File: src/rtl/win_scan_seq.sv
// Sequential win detector: probes the four lines through the last move one cell
// per cycle and reports whether K or more of the player's stones are contiguous.
module win_scan_seq #(
  parameter int unsigned N    = 15,
  parameter int unsigned K    = 5,
  parameter int unsigned RC_W = 4,
  localparam int unsigned LEN_W = $clog2(K + 1)
) (
  input  logic             clk,
  input  logic             rst,
  input  logic             start,
  input  logic [RC_W-1:0]  row,
  input  logic [RC_W-1:0]  col,
  input  logic [N*N-1:0]   board,
  output logic             busy,
  output logic             done,
  output logic             win,
  output logic [1:0]       win_dir,
  output logic [LEN_W-1:0] run_len,
  output logic             invalid
);

  localparam int unsigned SW   = RC_W + 2;
  localparam int unsigned IDXW = $clog2(N * N);
  localparam logic signed [SW-1:0] NS  = SW'(N);
  localparam logic [LEN_W-1:0]     KL  = LEN_W'(K);
  localparam logic [RC_W-1:0]      KM1 = RC_W'(K - 1);

  typedef enum logic [2:0] {StIdle, StCenter, StScanPos, StScanNeg, StFin} state_e;

  // Coordinate move mode: 0 = stay, 1 = add step, 2 = subtract step.
  function automatic logic signed [SW-1:0] shift_coord(input logic [RC_W-1:0] b,
                                                       input logic [1:0] m,
                                                       input logic [RC_W-1:0] s);
    logic signed [SW-1:0] bx, sx;
    bx = signed'({2'b00, b});
    sx = signed'({2'b00, s});
    case (m)
      2'd1:    return bx + sx;
      2'd2:    return bx - sx;
      default: return bx;
    endcase
  endfunction

  function automatic logic [1:0] flip(input logic [1:0] m, input logic neg);
    return (neg && m != 2'd0) ? ~m : m;
  endfunction

  // Ray index = {direction, negative half}.
  function automatic logic [1:0] row_mode(input logic [2:0] ray);
    return flip((ray[2:1] == 2'd0) ? 2'd0 : 2'd1, ray[0]);
  endfunction

  function automatic logic [1:0] col_mode(input logic [2:0] ray);
    logic [1:0] m;
    case (ray[2:1])
      2'd0, 2'd2: m = 2'd1;
      2'd1:       m = 2'd0;
      default:    m = 2'd2;
    endcase
    return flip(m, ray[0]);
  endfunction

  function automatic logic target_ok(input logic [RC_W-1:0] r, input logic [RC_W-1:0] c,
                                     input logic [2:0] ray, input logic [RC_W-1:0] s);
    logic signed [SW-1:0] tr, tc;
    tr = shift_coord(r, row_mode(ray), s);
    tc = shift_coord(c, col_mode(ray), s);
    return !tr[SW-1] && (tr < NS) && !tc[SW-1] && (tc < NS);
  endfunction

  function automatic logic [IDXW-1:0] cell_idx(input logic [RC_W-1:0] r,
                                               input logic [RC_W-1:0] c,
                                               input logic [2:0] ray,
                                               input logic [RC_W-1:0] s);
    logic signed [SW-1:0] tr, tc;
    tr = shift_coord(r, row_mode(ray), s);
    tc = shift_coord(c, col_mode(ray), s);
    return IDXW'(tr[RC_W-1:0]) * IDXW'(N) + IDXW'(tc[RC_W-1:0]);
  endfunction

  state_e           state_q, state_d;
  logic [RC_W-1:0]  row_q, row_d, col_q, col_d, step_q, step_d;
  logic [N*N-1:0]   board_q, board_d;
  logic [2:0]       ray_q, ray_d;
  logic [LEN_W-1:0] cnt_q, cnt_d, run_len_q, run_len_d, cnt_nxt;
  logic             win_q, win_d, invalid_q, invalid_d, done_q, done_d;
  logic [1:0]       win_dir_q, win_dir_d;

  logic             occ, centre_occ, bad_coord;
  logic [IDXW-1:0]  centre_idx;
  logic             sk_found;
  logic [2:0]       sk_ray;
  logic [LEN_W-1:0] sk_cnt, sk_best;

  assign occ        = board_q[cell_idx(row_q, col_q, ray_q, step_q)];
  assign centre_idx = IDXW'(row_q) * IDXW'(N) + IDXW'(col_q);
  assign centre_occ = board_q[centre_idx];
  assign bad_coord  = ({1'b0, row_q} >= (RC_W + 1)'(N)) || ({1'b0, col_q} >= (RC_W + 1)'(N));
  assign cnt_nxt    = (state_q == StCenter) ? LEN_W'(1) : cnt_q + LEN_W'(occ);

  // Finds the next ray whose first cell is on the board, closing out any direction
  // passed over (including the ray just finished) so off-board rays cost no cycle.
  always_comb begin
    logic [2:0] jr;
    jr       = '0;
    sk_best  = run_len_q;
    sk_cnt   = cnt_nxt;
    sk_found = 1'b0;
    sk_ray   = '0;
    for (int j = 0; j < 8; j++) begin
      jr = 3'(j);
      if (!sk_found) begin
        if (state_q != StCenter && jr == ray_q) begin
          if (jr[0]) begin
            if (sk_cnt > sk_best) sk_best = sk_cnt;
            sk_cnt = LEN_W'(1);
          end
        end else if (state_q == StCenter || jr > ray_q) begin
          if (target_ok(row_q, col_q, jr, RC_W'(1))) begin
            sk_found = 1'b1;
            sk_ray   = jr;
          end else if (jr[0]) begin
            if (sk_cnt > sk_best) sk_best = sk_cnt;
            sk_cnt = LEN_W'(1);
          end
        end
      end
    end
  end

  always_comb begin
    state_d   = state_q;
    row_d     = row_q;
    col_d     = col_q;
    board_d   = board_q;
    ray_d     = ray_q;
    step_d    = step_q;
    cnt_d     = cnt_q;
    run_len_d = run_len_q;
    win_d     = win_q;
    win_dir_d = win_dir_q;
    invalid_d = invalid_q;
    done_d    = 1'b0;
    unique case (state_q)
      StIdle: begin
        if (start) begin
          row_d     = row;
          col_d     = col;
          board_d   = board;
          win_d     = 1'b0;
          win_dir_d = 2'd0;
          run_len_d = '0;
          invalid_d = 1'b0;
          state_d   = StCenter;
        end
      end
      StCenter: begin
        if (bad_coord || !centre_occ) begin
          invalid_d = bad_coord;
          state_d   = StFin;
        end else begin
          step_d    = RC_W'(1);
          cnt_d     = sk_cnt;
          run_len_d = sk_best;
          ray_d     = sk_ray;
          state_d   = !sk_found ? StFin : (sk_ray[0] ? StScanNeg : StScanPos);
        end
      end
      StScanPos, StScanNeg: begin
        if (occ && cnt_nxt == KL) begin
          win_d     = 1'b1;
          win_dir_d = ray_q[2:1];
          run_len_d = KL;
          state_d   = StFin;
        end else if (occ && step_q < KM1 &&
                     target_ok(row_q, col_q, ray_q, step_q + RC_W'(1))) begin
          cnt_d  = cnt_nxt;
          step_d = step_q + RC_W'(1);
        end else begin
          step_d    = RC_W'(1);
          cnt_d     = sk_cnt;
          run_len_d = sk_best;
          ray_d     = sk_ray;
          state_d   = !sk_found ? StFin : (sk_ray[0] ? StScanNeg : StScanPos);
        end
      end
      StFin: begin
        done_d  = 1'b1;
        state_d = StIdle;
      end
      default: state_d = StIdle;
    endcase
  end

  always_ff @(posedge clk) begin
    if (rst) begin
      state_q   <= StIdle;
      row_q     <= '0;
      col_q     <= '0;
      board_q   <= '0;
      ray_q     <= '0;
      step_q    <= '0;
      cnt_q     <= '0;
      run_len_q <= '0;
      win_q     <= 1'b0;
      win_dir_q <= 2'd0;
      invalid_q <= 1'b0;
      done_q    <= 1'b0;
    end else begin
      state_q   <= state_d;
      row_q     <= row_d;
      col_q     <= col_d;
      board_q   <= board_d;
      ray_q     <= ray_d;
      step_q    <= step_d;
      cnt_q     <= cnt_d;
      run_len_q <= run_len_d;
      win_q     <= win_d;
      win_dir_q <= win_dir_d;
      invalid_q <= invalid_d;
      done_q    <= done_d;
    end
  end

  assign busy    = (state_q != StIdle);
  assign done    = done_q;
  assign win     = win_q;
  assign win_dir = win_dir_q;
  assign run_len = run_len_q;
  assign invalid = invalid_q;

endmodule
File: config.mk
export PLATFORM = sky130hd
export DESIGN_NAME = win_scan_seq
export DESIGN_NICKNAME = d
export VERILOG_FILES = /design/src/rtl/win_scan_seq.sv
export SDC_FILE = /design/constraint.sdc
export NUM_CORES = 1
export LEC_CHECK = 0
export BUFFER_PORTS_ARGS = -buffer_cell sky130_fd_sc_hd__buf_2
export CAP_MARGIN = 20
export CORE_AREA = 2 2 171 173
export DETAILED_ROUTE_END_ITERATION = 6
export DIE_AREA = 0 0 173 175
export GPL_TIMING_DRIVEN = 0
export PLACE_DENSITY_LB_ADDON = 0.05
export SYNTH_ARGS = -nofsm -noshare
export SYNTH_HDL_FRONTEND = slang
export SYNTH_SLANG_ARGS = --single-unit
export TNS_END_PERCENT = 10
File: constraint.sdc
create_clock -name clk -period 13.1 [get_ports clk]
set_clock_uncertainty 0.05 [all_clocks]
set_input_delay 0.655 -clock clk [delete_from_list [all_inputs] [get_ports clk]]
set_output_delay 0.655 -clock clk [all_outputs]
set_load 0.05 [all_outputs]
# Yosys cells after proc, flatten, opt, wreduce, memory -nomap -nowiden
# Index checks and enable logic that the tools add are counted.
# word_totals
in_bits	236
out_inout_bits	9
elab_cells	439
ff_bits	254
# op_classes
add_sub_neg	16
n_eq_ne	44
mux	229
reduce_logical	94
multipliers	2
magnitude_cmp	35
bitwise	7
# op_table
op	n
6-bit two-way mux	50
3-bit two-way mux	76
6-bit case mux with 2 select lines	10
6-bit by 5-bit less-than comparator with 1-bit output, second input constant	18
2-bit two-way mux	34
1-bit two-way mux	43
1-bit logical AND	41
2-bit by 1-bit equality test with 1-bit output, second input constant	12
2-bit equality test, second input constant	12
4-bit case mux with 2 select lines	3
2-bit nonzero test	10
1-bit logical NOT	19
8-bit by 9-bit less-than comparator with 1-bit output, second input constant	2
3-bit case mux with 3 select lines	2
8-bit by 4-bit adder with 8-bit output	2
1-bit binary-select mux with 8-bit select	2
4-bit by 4-bit multiplier with 8-bit output, second input constant	2
3-bit equality test, first input constant	4
3-bit greater-than comparator	4
3-bit greater-than comparator, first input constant	4
4-bit two-way mux	3
2-bit inverter	6
3-bit case mux with 2 select lines	2
4-bit by 1-bit adder with 5-bit output, second input constant	2
other kinds (31)	64

# Logic depth before layout (Yosys ltp)
# depth
depth_word	118
ltp_mapped	62

# Worst setup path after synthesis
# No wires, ideal clock.
# synth_path
path_type	register to register
from	register ray_q[0]
to	register run_len_q[2] (netlist: run_len[2])
path_stages_with_launch	56
n_path_buf	3
period_less_slack_ps	11360
t_required_ps	12920
t_arrival_ps	11180
setup_time_ps	130
path_slack_ps	1740
path_cell_list	dfxtp_1 > clkbuf_1 > clkbuf_1 > nand2_1 > a21o_1 > fa_1 > xnor2_1 > mux2_2 > fa_1 > inv_1 > fa_1 > fa_1 > inv_1 > ha_1 > xor2_2 > buf_2 > mux4_2 > mux2i_1 > (+20 left out) > nand2_1 > nor2_1 > o21ai_0 > ha_1 > a21o_1 > a21oi_1 > a31o_2 > a21oi_1 > nand2_1 > o211ai_1 > and3_1 > ha_1 > nor2b_1 > o21a_1 > o211ai_1 > mux2_2 > a211oi_1 > o32ai_1
# synth_between
elab_chain_len	37
word_cells_on_any_way	131
cone_classes	add/sub (2); mul (1); order compare (14); eq/ne (15); mux (70); reduce/logical (29)
# synth_rtl
element	line_no	rtl
from (decl)	85	logic [2:0] ray_q, ray_d;
from (signal assigned)	215	ray_q <= ray_d;
1-bit logical AND	46	return (neg && m != 2'd0) ? ~m : m;
2-bit two-way mux	46	
2-bit equality test / 2-bit by 1-bit equality test with 1-bit output (equally long branches)	38	case (m)
4-bit case mux with 2 select lines	38	
4-bit by 4-bit multiplier with 8-bit output	79	return IDXW'(tr[RC_W-1:0]) * IDXW'(N) + IDXW'(tc[RC_W-1:0]);
8-bit by 4-bit adder with 8-bit output	79	
1-bit binary-select mux with 8-bit select	96	assign occ = board_q[cell_idx(row_q, col_q, ray_q, step_q)];
1-bit two-way mux (implied by the code)	96	
(+21 left out)	-	
3-bit two-way mux	116, 124	
3-bit two-way mux	120	if (target_ok(row_q, col_q, jr, RC_W'(1))) begin
3-bit two-way mux	119	end else if (state_q == StCenter || jr > ray_q) begin
3-bit two-way mux	114	if (state_q != StCenter && jr == ray_q) begin
3-bit two-way mux	113	if (!sk_found) begin
3-bit two-way mux	176	end else if (occ && step_q < KM1 &&
3-bit two-way mux	171	if (occ && cnt_nxt == KL) begin
3-bit case mux with 3 select lines	145	unique case (state_q)
to (signal assigned)	218	run_len_q <= run_len_d;
to (decl)	86	logic [LEN_W-1:0] cnt_q, cnt_d, run_len_q, run_len_d, cnt_nxt;
# Parallel ways exist; a longest one is shown, timed or not. The select of a mux whose other input is x is not followed.
# A chain may end at the register's enable or synchronous reset.

# Worst setup path in the final report
# layout_path
from	register ray_q[1]
to	register run_len_q[2] (netlist: run_len[2])
# layout_between
elab_chain_len	40
word_cells_on_any_way	145
cone_classes	add/sub (2); mul (1); order compare (14); eq/ne (17); mux (74); bitwise (3); reduce/logical (34)
# layout_rtl
element	line_no
2-bit logical NOT / 2-bit equality test (equally long branches)	51, 56
1-bit two-way mux / 2-bit OR reduction (equally long branches)	51, 56
2-bit nonzero test / 2-bit case mux with 2 select lines (equally long branches)	46, 56
1-bit logical AND / 2-bit nonzero test (equally long branches)	46
2-bit two-way mux / 1-bit logical AND (equally long branches)	46
2-bit equality test (tied with other cells)	38
4-bit case mux with 2 select lines (tied with other cells)	38
4-bit by 4-bit multiplier with 8-bit output / 4-bit case mux with 2 select lines (equally long branches)	79, 38
(+24 left out)	-
3-bit two-way mux	116, 124
3-bit two-way mux	120
3-bit two-way mux	119
3-bit two-way mux	114
3-bit two-way mux	113
3-bit two-way mux	176
3-bit two-way mux	171
3-bit case mux with 3 select lines	145
# Parallel ways exist; a longest one is shown, timed or not. The select of a mux whose other input is x is not followed.

==> metrics.cfg <==
[status]
status = completed

[synth]
ys_seq_elements = 254
synth_ff_type = dfxtp_1
synthSimpleGateAreaFrac_pct = 20.3
syn_area_per_cell_sq_um = 8.47
synthCells = 1925
synth-xor-area-share_pct = 1.90
synthMuxAreaShare_pct = 17.7
synth.yosys.warnings = 0
synth_top_area_share_pct = 31.2
synth_top_family_by_area = simple AND/OR/NAND/NOR gates
syn_nets = 2262
synth_edf_count = 0
ys_top_cells_by_area = dfxtp_1, mux4_2, nand2_1
ys_types = 89
yosys.area.top_type = dfxtp_1
netlist_area_sq_um = 16300
synth-compound-area-share_pct = 15.5
synthAdderAreaFrac_pct = 8.58
async_flop_share_pct = 0
yosysSeqAreaShare_pct = 31.2

[sta]
fin_ws_ps = 773
maxClockFrequency_mhz = 81.1
whs_ps = 287
setup_viol = 0
rsz0062_at_grt = false
min_period_ps = 12330
worst_pin_slew_ps = 1140
hold_viol_final = 0
slew_headroom_pct = 23.3
drv_slew = 0
period_share_pct = 94.1

[layout]
diodes = 0
multiInputGateArea_sq_um = 10500
final_nets = 2541
seq_area_sq_um = 5090
syn_to_final_growth_pct = 17.8
nFillCells = 2490
drive_gt1_share_pct = 21.7

[drt]
drtIter0Drc = 1493
wire_per_inst_microns = 20.8
drcViolationCount = 0
vias_per_cell = 6.04
routed_wl_mm = 54.3
ant_nets = 0
vias = 15746
first_pass_iters = 6

[die]
pin_count = 245
die_y_microns = 175
fp.dieW_microns = 173
rows = 62
dieArea_sq_um = 30300
core-area_sq_um = 28400
start_util_pct = 57.4

[grt]
grt_max_degree = 16
grt.overflow.total = 0
antenna_found_initial = 1
grt_pass1_wl_mm = 84.3
grt_pass1_vias = 15621
grt_usage_pct = 35.4

[setup_path]
worstPathRequired_ps = 13460
arrival_ps = 12680
cp_slowest_cell = fa_1
rr_worst_depth = 54
worstSetupStartpointType = flop
worstPathMaxFanout = 10
cp-end-kind = flop
crit_type = reg2reg
max_stage_delay_ps = 560

[clocking]
cts_hold_buf = 0
clk_path_buf_depth = 3
clkTransAtPathRegs_ps = 60
cts_tree = yes
clk_latency_ps = 550
cts_sinks = 254
cts.htree.levels = 1
cts_buffers = 28
cts-root-buf = clkbuf_16

[min_path]
hp-class = in2reg
holdPathStages = 3

[placed_design]
place_ws_ps = -521
gp_congestion = 0.976
io_buffers = 244
place_hpwl_mm = 41.7

[flow_run]
cap_violations = 0

routing by layer:
metal  share of wire (%)  wire, microns  track usage, %
met1                  38          20600            42.7
met2                  47          25700            60.5
met3                 8.9           4860            6.64
met4                 5.8           3130            18.1
met5                   0              0               0
synthesized netlist by cell type (all sizes together) (7+ instances only):
cell type / instances
nand3: 34
nand2: 560
o211ai: 9
mux4: 103
nor3: 18
buf: 40
xor2: 11
fa: 18
nor2: 54
a21o: 8
mux2i: 40
or3: 8
clkbuf: 92
a211oi: 12
a31oi: 9
a32oi: 9
nor2b: 13
dfxtp: 254
nand2b: 18
a21oi: 271
o21ai: 26
and2: 12
nand4: 16
inv: 59
ha: 83
mux2: 13
xnor2: 20
nor4: 7
layout make-up:
cell class                      count  share of cell area, %
Multi-Input combinational cell   1480                   54.8
Clock buffer                       37                   4.20
Timing Repair Buffer              249                   6.55
Sequential cell                   254                   26.5
Tap cell                          384                   2.50
Buffer                            132                   3.08
Clock inverter                     14                   1.20
Inverter                           59                   1.17
final timing paths:
kind	endpoint	startpoint	slack (ps)
worst max-delay path	run_len[2]	ray_q[1]	770
worst min-delay path	board_q[140]	board[140]	290
worst max register to register	run_len[2]	ray_q[1]	770
worst min register to register	board_q[181]	board_q[181]	420
layout by cell type, fill, tap and decap left out, types with 10 or more instances in the layout:
cell | Yosys | routed
nand2_1 | 559 | 558
a21oi_1 | 271 | 268
buf_2 | 21 | 265
dfxtp_1 | 254 | 252
mux4_2 | 100 | 100
clkbuf_1 | 92 | 91
ha_1 | 83 | 80
inv_1 | 58 | 58
nor2_1 | 53 | 51
mux2i_1 | 40 | 39
nand3_1 | 34 | 34
clkbuf_16 | 0 | 29
o21ai_0 | 24 | 23
xnor2_1 | 19 | 19
nand2b_1 | 18 | 18
fa_1 | 18 | 18
nand4_1 | 16 | 16
nor3_1 | 16 | 16
nor2b_1 | 13 | 13
and2_1 | 11 | 11
a211oi_1 | 12 | 11
buf_4 | 7 | 11
mux2_2 | 10 | 10
xor2_1 | 10 | 10
sequential cells by signal, summed over array words and instances (netlist names):
register and cells:
run_len 3, col_q 4, win 1, ray_q 3, cnt_q 3, state_q 3
invalid 1, step_q 4, done 1, row_q 4, board_q 225, win_dir 2
critical path: cells and delay by family, from the launching register on:
kind	cells	cell delay [ps]
flops	1	440
fa+ha+maj	11	3790
simple gates	12	1480
mux	7	2010
xor+xnor	3	590
buf+inv	7	930
compound gates	14	2880
per-stage QoR:
stage	cells	setup TNS, ps	instance area, sq um	util, %
3_5_place_dp	2553	-1080	18000	63.4
6_report	2609	0	19200	67.6
4_1_cts	2608	0	19100	67.2
3_3_place_gp	2553	-589	18000	63.4
2_1_floorplan	1925	0	16300	-
5_1_grt	2609	0	19200	67.6
logic make-up after synthesis:
kind of cell / count (synthesis)
AO/OA/AOI/OAI: 419
XOR/XNOR: 32
adder cells (fa/ha/maj): 101
buffers and inverters: 191
flip-flops: 254
multiplexers: 156
AND/OR/NAND/NOR: 772
what timing repair did:
item                       4_1_cts  5_1_grt
setup endpoints to repair        3        3
gates resized for setup          4       32
buffers inserted                 4        1
pin swaps                        0        4
Power is left out: the tool's default activity adds up to more than one toggle a clock period on the data nets, which glitch-free logic cannot reach.
